## src/rtl/uart_receiver.sv

```systemverilog
// 8N1 UART receiver, LSB first, with valid/ack handshake and framing/overrun flags.
// Optional RX_MAJORITY_VOTE_EN: 3-sample majority filter on the synchronised line.
module uart_receiver #(
  parameter int comm_clk_frequency = 50_000_000,
  parameter int baud_rate          = 115_200
) (
  input  logic       clk,
  input  logic       reset,
  input  logic       RxD,
  input  logic       rx_ack,
  output logic [7:0] rx_data,
  output logic       rx_valid,
  output logic       frame_err,
  output logic       overrun,
  output logic       rx_busy
);

  localparam int DIV  = comm_clk_frequency / baud_rate;
  localparam int HALF = DIV / 2;

  localparam logic [15:0] BIT_LAST   = 16'(DIV - 1);
  localparam logic [15:0] START_LAST = 16'(HALF - 1);

  typedef enum logic [2:0] {
    IDLE,
    START,
    DATA,
    STOP,
    WAIT_HIGH
  } state_t;

  state_t      state, state_n;
  logic [15:0] cnt, cnt_n;
  logic [2:0]  bidx, bidx_n;
  logic [7:0]  shreg, shreg_n;
  logic [7:0]  rx_data_n;
  logic        rx_valid_n;
  logic        frame_err_n;
  logic        overrun_n;

  logic rxd_meta;
  logic rxd_sync;
  logic rx_in;

  // Two-flop synchroniser; idles high so reset never looks like a start bit.
  always_ff @(posedge clk or negedge reset) begin
    if (!reset) begin
      rxd_meta <= 1'b1;
      rxd_sync <= 1'b1;
    end else begin
      // NOTE: non-blocking here keeps the two flops distinct stages;
      // blocking would collapse them into a single register.
      rxd_meta <= RxD;
      rxd_sync <= rxd_meta;
    end
  end

`ifdef RX_MAJORITY_VOTE_EN
  // Majority of the last three synced samples. Feeding the whole FSM from the
  // filtered line delays every decision by one clock while keeping the vote
  // window centred on the same cycle the unfiltered build would sample.
  logic [1:0] rxd_hist;

  always_ff @(posedge clk or negedge reset) begin
    if (!reset) begin
      rxd_hist <= 2'b11;
    end else begin
      rxd_hist <= {rxd_hist[0], rxd_sync};
    end
  end

  assign rx_in = (rxd_sync    & rxd_hist[0]) |
                 (rxd_sync    & rxd_hist[1]) |
                 (rxd_hist[0] & rxd_hist[1]);
`else
  assign rx_in = rxd_sync;
`endif

  always_ff @(posedge clk or negedge reset) begin
    if (!reset) begin
      state     <= IDLE;
      cnt       <= '0;
      bidx      <= '0;
      // NOTE: the shift register is reset along with everything else so a
      // frame aborted by reset can never leak a partial byte.
      shreg     <= '0;
      rx_data   <= '0;
      rx_valid  <= 1'b0;
      frame_err <= 1'b0;
      overrun   <= 1'b0;
    end else begin
      state     <= state_n;
      cnt       <= cnt_n;
      bidx      <= bidx_n;
      shreg     <= shreg_n;
      rx_data   <= rx_data_n;
      rx_valid  <= rx_valid_n;
      frame_err <= frame_err_n;
      overrun   <= overrun_n;
    end
  end

  always_comb begin
    // NOTE: every output of this block gets a default first, so no path can
    // leave one unassigned and infer a latch.
    state_n     = state;
    cnt_n       = cnt;
    bidx_n      = bidx;
    shreg_n     = shreg;
    rx_data_n   = rx_data;
    rx_valid_n  = rx_valid & ~rx_ack;
    frame_err_n = 1'b0;
    overrun_n   = 1'b0;

    unique case (state)
      IDLE: begin
        if (!rx_in) begin
          state_n = START;
          cnt_n   = '0;
        end
      end

      START: begin
        if (cnt == START_LAST) begin
          if (rx_in) begin
            state_n = IDLE;
          end else begin
            state_n = DATA;
            cnt_n   = '0;
            bidx_n  = '0;
          end
        end else begin
          cnt_n = cnt + 16'd1;
        end
      end

      DATA: begin
        if (cnt == BIT_LAST) begin
          shreg_n = {rx_in, shreg[7:1]};
          cnt_n   = '0;
          if (bidx == 3'd7) begin
            state_n = STOP;
          end else begin
            bidx_n = bidx + 3'd1;
          end
        end else begin
          cnt_n = cnt + 16'd1;
        end
      end

      STOP: begin
        if (cnt == BIT_LAST) begin
          cnt_n = '0;
          if (rx_in) begin
            // New data wins; an ack landing on this very cycle consumes the old byte.
            rx_data_n  = shreg;
            rx_valid_n = 1'b1;
            overrun_n  = rx_valid & ~rx_ack;
            state_n    = IDLE;
          end else begin
            frame_err_n = 1'b1;
            state_n     = WAIT_HIGH;
          end
        end else begin
          cnt_n = cnt + 16'd1;
        end
      end

      WAIT_HIGH: begin
        if (rx_in) begin
          state_n = IDLE;
        end
      end

      default: begin
        state_n = IDLE;
      end
    endcase
  end

  assign rx_busy = (state != IDLE);

endmodule

```

## config.mk

```make
export PLATFORM = sky130hd
export DESIGN_NAME = uart_receiver
export DESIGN_NICKNAME = d
export VERILOG_FILES = /design/src/rtl/uart_receiver.sv
export SDC_FILE = /design/constraint.sdc
export NUM_CORES = 1
export LEC_CHECK = 0
export ABC_AREA = 0
export BUFFER_PORTS_ARGS = -buffer_cell sky130_fd_sc_hd__clkbuf_2
export CAP_MARGIN = 20
export CORE_UTILIZATION = 53
export DETAILED_ROUTE_END_ITERATION = 8
export GPL_TIMING_DRIVEN = 0
export HOLD_SLACK_MARGIN = 0.08
export PLACE_DENSITY = 0.74
export SLEW_MARGIN = 10
export SYNTH_ARGS = -nofsm -noshare
export SYNTH_HDL_FRONTEND = slang
export SYNTH_SLANG_ARGS = --single-unit
```

## constraint.sdc

```tcl
create_clock -name clk -period 2.5 [get_ports clk]
set_input_delay 0 -clock clk [delete_from_list [all_inputs] [get_ports clk]]
set_output_delay 0 -clock clk [all_outputs]
set_load 0.02 [all_outputs]
```

### Yosys cells after proc, flatten, opt, wreduce, memory -nomap -nowiden

Cells that the tools add are included.

* register bits: 43
* input bits: 4

* add/sub/neg operators: 2
* equal/unequal tests: 15
* mux-type cells: 27
* bitwise logic cells: 2
* reduce and logical (&&, ||, !) cells: 9

Operator list (count)
* $mux W16: 3
* $pmux W16 S3: 1
* $mux W3: 11
* $add A16 B1 Y16 const B: 1
* $eq A16 B8 Y1 const B: 1
* $eq A16 B9 Y1 const B: 1
* $ne A2 B2 Y1 const B: 8
* $pmux W3 S5: 1
* $mux W1: 9
* $eq A3 B2 Y1 const B: 2
* $eq A3 B3 Y1 const B: 2
* $pmux W3 S2: 1
* $reduce_and A6 Y1: 1
* $reduce_bool A3 Y1: 2
* $reduce_and A5 Y1: 1
* $add A3 B1 Y3 const B: 1
* $eq A3 B1 Y1 const B: 1
* $logic_not A3 Y1: 1
* $reduce_and A3 Y1: 1
* $mux W2: 1
* $reduce_and A2 Y1: 1
* $reduce_bool A2 Y1: 1
* $reduce_or A2 Y1: 1
* $and A1 B1 Y1: 1
* $not A1 Y1: 1

### Longest topological paths before layout

* depth after elaboration: 5
* gate-level depth with buffers: 9

### Worst setup path before layout

Ideal clock, no wire load.

* path kind: reg2reg
* start point: reg cnt[9]
* end point: reg bidx[0]
* arrival time: 2.525 ns
* data required time: 2.375 ns
* setup slack: -0.150 ns
* stages on the path, launching flop included: 6
* path buffers: 0
* cells stage by stage: dfrtp_1 or4_4 or4_4 or4_4 a221o_1 mux2_4

* cells in the longest elaborated chain, start to end: 3

RTL lines
* start, declared: RTL line 33 `logic [15:0] cnt, cnt_n;`
* start signal, assigned: RTL line 93 `cnt <= cnt_n;`
* $eq A16 B9 Y1 or $eq A16 B8 Y1 (tied branches): RTL line 138, 124
* $ne A2 B2 Y1 (no line)
* $reduce_and A5 Y1 (no line) (*)
* end signal, assigned: RTL line 94 `bidx <= bidx_n;`
* end, declared: RTL line 34 `logic [2:0] bidx, bidx_n;`

Mark *: on every way between the ends. The rest lies on a longest branch, timed or not.
A chain may end at the register's enable or synchronous reset.

### Worst setup path after layout

* start point: reg cnt[2]
* end point: reg bidx[0]

The elaborated chain is that of the path after synthesis.

==> implementation parameters <==
Parameter                              Value

Yosys
  Flop and latch count out of synthesis ... 43
  Sequential share of the synthesized area ... 51.5%
  Unique masters post-synth ... 39
  Synthesis warning total ... 0
  Cell area after technology mapping ... 2100 um2
  Net count of the mapped netlist ... 206
  Cells after synthesis ... 197
  Post-synthesis average cell area ... 10.6 um2

Timing
  Total setup violations reported at the end of the flow ... 15
  Tcrit/Tclk final ... 108%
  Period minus WS final ... 2710 ps
  Setup TNS after final layout ... -1350 ps
  Transition time of the tightest slew-check pin ... 492 ps
  Skew final ... 12.2 ps
  Final hold vios ... 0
  Timing-limited maximum frequency ... 0.369 GHz
  Number of max-slew violations in the final report ... 0
  Setup repair after global routing missed its margin ... true
  Post-layout worst setup margin ... -208 ps
  Worst slew margin relative to its limit ... 67.0%

Power and ir drop
  Leakage power figure ... 0.00119 uW
  Net switching power of the design ... 272 uW
  Portion of total power attributed to sequential cells ... 58.0%
  Part of the power in combinational logic ... 2.2%
  Net switching fraction of the power ... 22.6%
  Clock power share ... 39.9%
  Power per standard cell area ... 482 nW/um2
  Pint ... 932 uW
  IR Drop Worst-Case VDD ... 0.275 mV

Routing
  Post-route DRC ... 0
  First-pass detailed-route iteration total ... 4
  DRC marker count from the first detailed-route iteration ... 148
  Routed wire length ... 4500 um
  Routed via count ... 1686
  Average wire per standard cell ... 15.8 um
  Detailed-route vias per instance ... 5.94
  ANT nets after route ... 0

Critical path
  Setup crit start kind ... flip-flop
  Nature of the critical path endpoint ... flip-flop
  Critical Path RT ... 2690 ps
  End of the worst register-to-register path ... bidx[0]$_DFFE_PN0P_
  Worst Path Max Fanout ... 5
  Setup slack on the worst flop-to-flop path ... -210 ps
  Critical Path AT ... 2900 ps
  Logic depth of the worst register-to-register path ... 5
  Worst reg2reg startpoint ... cnt[2]$_DFFE_PN0P_
  Worst Setup Path Type ... flip-flop to flip-flop

Die
  Die boundary width ... 64.9 um
  Die height ... 64.9 um
  Placement row count ... 22
  Total I/O pin count ... 16
  Die area ... 4210 um2
  Initial Utilization ... 56.4%
  Core Footprint ... 3720 um2

Run status
  Outcome ... finished with violations
  Failing checks ... setup timing

Run
  Max cap viols ... 0

Finish
  Final core utilization ... 67.3%
  Diodes inserted ... 0
  Number of fillers in the final layout ... 296
  Area growth, synth to finish ... 19.3%
  Layout cell share with drive strength beyond 1 ... 29.7%
  NumNets Final ... 244

Clock network
  Root buf cell ... sky130_fd_sc_hd__clkbuf_8
  Clk sink count ... 43
  Clk pin slew, worst setup/hold paths ... 90 ps
  Total CTS buffers ... 5
  Maximum count of clock buffers along a single path ... 2
  Maximum level of the CTS H-tree ... 2
  Later-pin clock latency in the skew report ... 310 ps
  CTS tree ... yes

Place
  Quantity of I/O buffers inserted on ports ... 15
  HPWL Detailed ... 2870 um
  Routability-driven placement congestion ratio ... 0.901

Global routing
  Number of global-route vias before repair ... 1711
  Gr usage total ... 24.6%
  Antenna violations before repair ... 0
  Remaining global-route overflow ... 0
  Largest net degree at the start of global routing ... 44
  First-pass GRT wire length ... 7720 um

Min path
  Classification of the worst-slack hold path ... input port to async pin
## power by group through the flow
stage | Sequential [uW] | Combinational [uW] | Clock (uW)
detailed placement | 712 | 19.4 | 0
CTS | 698 | 23.0 | 486
finish | 698 | 26.0 | 481
floorplan | 712 | 3.11 | 0
global route | 698 | 30.1 | 502
global placement | 712 | 18.8 | 0
## layout make-up
class	instances	area, um2	area share, %
sequential	43	1080	43.2
multi-input combinational	139	963	38.5
timing repair buffer	31	223	8.91
clock buffer	6	82.6	3.30
tap	48	60.1	2.40
buffer	8	48.8	1.95
inverter	7	26.3	1.05
clock inverter	2	16.3	0.651
## metrics by stage
| step | setup slack [ps] | instance area [um2] | instances | total power [uW] | hold slack [ps] |
|---|---|---|---|---|---|
| floorplan | -117 | 2100 | 197 | 715 | -296 |
| CTS | -215 | 2430 | 277 | 1210 | 315 |
| finish | -208 | 2500 | 284 | 1200 | 137 |
| global placement | -279 | 2230 | 260 | 731 | 88.0 |
| detailed placement | -289 | 2230 | 260 | 731 | 89.2 |
| global route | -255 | 2500 | 284 | 1230 | 184 |
## layer usage
metal / routed length, um / track usage, % / up-vias
li1: - / - / 800
met3: 217 / 4.23 / 9
met5: 0 / 0 / -
met1: 2010 / 31.0 / 831
met4: 87 / 12.8 / 0
met2: 2190 / 40.4 / 46
## synth_stat cells
cell	count	area, um2
sky130_fd_sc_hd__o21ai_0	6	30.0
sky130_fd_sc_hd__nand3b_1	1	7.51
sky130_fd_sc_hd__nor3_1	6	30.0
sky130_fd_sc_hd__dfrtp_1	41	1030
sky130_fd_sc_hd__and3_1	2	12.5
sky130_fd_sc_hd__dfstp_2	2	52.6
sky130_fd_sc_hd__a21o_1	2	15.0
sky130_fd_sc_hd__ha_1	5	62.6
sky130_fd_sc_hd__mux2_2	17	191
sky130_fd_sc_hd__nand3_1	18	90.1
sky130_fd_sc_hd__nand2b_1	1	6.26
sky130_fd_sc_hd__o41ai_1	1	8.76
sky130_fd_sc_hd__nand2_1	18	67.6
sky130_fd_sc_hd__a22o_2	1	10.0
sky130_fd_sc_hd__inv_1	7	26.3
sky130_fd_sc_hd__a31oi_1	1	6.26
sky130_fd_sc_hd__clkbuf_1	6	22.5
sky130_fd_sc_hd__nor2b_1	1	6.26
sky130_fd_sc_hd__o2bb2ai_1	2	17.5
sky130_fd_sc_hd__a211oi_1	1	7.51
sky130_fd_sc_hd__o311ai_0	3	26.3
sky130_fd_sc_hd__a221o_1	2	20.0
sky130_fd_sc_hd__or3_1	1	6.26
sky130_fd_sc_hd__nor2_1	15	56.3
sky130_fd_sc_hd__mux2i_1	1	10.0
sky130_fd_sc_hd__o21a_1	1	7.51
sky130_fd_sc_hd__or3b_2	1	8.76
sky130_fd_sc_hd__or4bb_1	1	11.3
sky130_fd_sc_hd__or4_4	4	45.0
sky130_fd_sc_hd__a22o_1	6	52.6
sky130_fd_sc_hd__a22oi_2	1	12.5
sky130_fd_sc_hd__mux2_4	1	15.0
sky130_fd_sc_hd__a21oi_1	8	40.0
sky130_fd_sc_hd__nor4_1	1	6.26
sky130_fd_sc_hd__or4_1	4	30.0
sky130_fd_sc_hd__nand4_1	4	25.0
sky130_fd_sc_hd__o211ai_1	1	7.51
sky130_fd_sc_hd__buf_2	2	10.0
sky130_fd_sc_hd__a31o_2	1	8.76
## registers in the layout, summed over array words and instances, names as in the netlist
signal,cells
cnt,16
rx_data,8
shreg,8
bidx,3
state,3
frame_err,1
overrun,1
rx_in,1
rx_valid,1
rxd_meta,1
## how the worst max path moves through the flow
stage / from / to / slack, ps
after floorplan: cnt[12]$_DFFE_PN0P_ / bidx[0]$_DFFE_PN0P_ / -120
after global placement: cnt[12]$_DFFE_PN0P_ / cnt[15]$_DFFE_PN0P_ / -280
after detailed placement: cnt[13]$_DFFE_PN0P_ / cnt[15]$_DFFE_PN0P_ / -290
after CTS: cnt[13]$_DFFE_PN0P_ / bidx[0]$_DFFE_PN0P_ / -220
after global routing: cnt[2]$_DFFE_PN0P_ / bidx[0]$_DFFE_PN0P_ / -250
final: cnt[2]$_DFFE_PN0P_ / bidx[0]$_DFFE_PN0P_ / -210
## critical path, cell delays in order (launching register included)
cell and delay, ps:
sky130_fd_sc_hd__dfrtp_2 440, sky130_fd_sc_hd__or4_4 530, sky130_fd_sc_hd__or4_4 540, sky130_fd_sc_hd__or4_4 440, sky130_fd_sc_hd__a221o_1 370, sky130_fd_sc_hd__mux2_4 270
## kinds of logic after synthesis
group	after synthesis	share of synthesized area, %
AO/OA/AOI/OAI	37	12.9
adder cells (fa/ha/maj)	5	2.99
buffers and inverters	15	2.81
flip-flops	43	51.5
multiplexers	19	10.3
AND/OR/NAND/NOR	78	19.5
## timing repair
item / 4_1_cts / 5_1_grt
setup buffers: 6 / 6
hold endpoints to repair: 44 / 0
pin swaps: 3 / 1
gates resized for setup: 6 / 4
hold buffers: 3 / 0
setup endpoints to repair: 35 / 36
## cell usage in the layout, fill, tap and decap left out, types with 2 or more instances in the layout
cell type and count:
sky130_fd_sc_hd__clkbuf_8 7, sky130_fd_sc_hd__buf_6 3, sky130_fd_sc_hd__a221o_1 2, sky130_fd_sc_hd__and3_1 2
sky130_fd_sc_hd__nand3_1 18, sky130_fd_sc_hd__a21oi_1 8, sky130_fd_sc_hd__dfstp_2 2, sky130_fd_sc_hd__dfrtp_1 40
sky130_fd_sc_hd__inv_1 6, sky130_fd_sc_hd__a21o_1 2, sky130_fd_sc_hd__nor2_1 14, sky130_fd_sc_hd__clkbuf_1 5
sky130_fd_sc_hd__nand4_1 4, sky130_fd_sc_hd__mux2_2 17, sky130_fd_sc_hd__clkbuf_2 15, sky130_fd_sc_hd__dlygate4sd3_1 3
sky130_fd_sc_hd__or4_1 4, sky130_fd_sc_hd__buf_4 10, sky130_fd_sc_hd__o311ai_0 3, sky130_fd_sc_hd__or4_4 4
sky130_fd_sc_hd__nand2_1 18, sky130_fd_sc_hd__ha_1 5, sky130_fd_sc_hd__o21ai_0 6, sky130_fd_sc_hd__nor3_1 6
sky130_fd_sc_hd__o2bb2ai_1 2, sky130_fd_sc_hd__a22o_1 6
(Power assumes the default switching activity.)
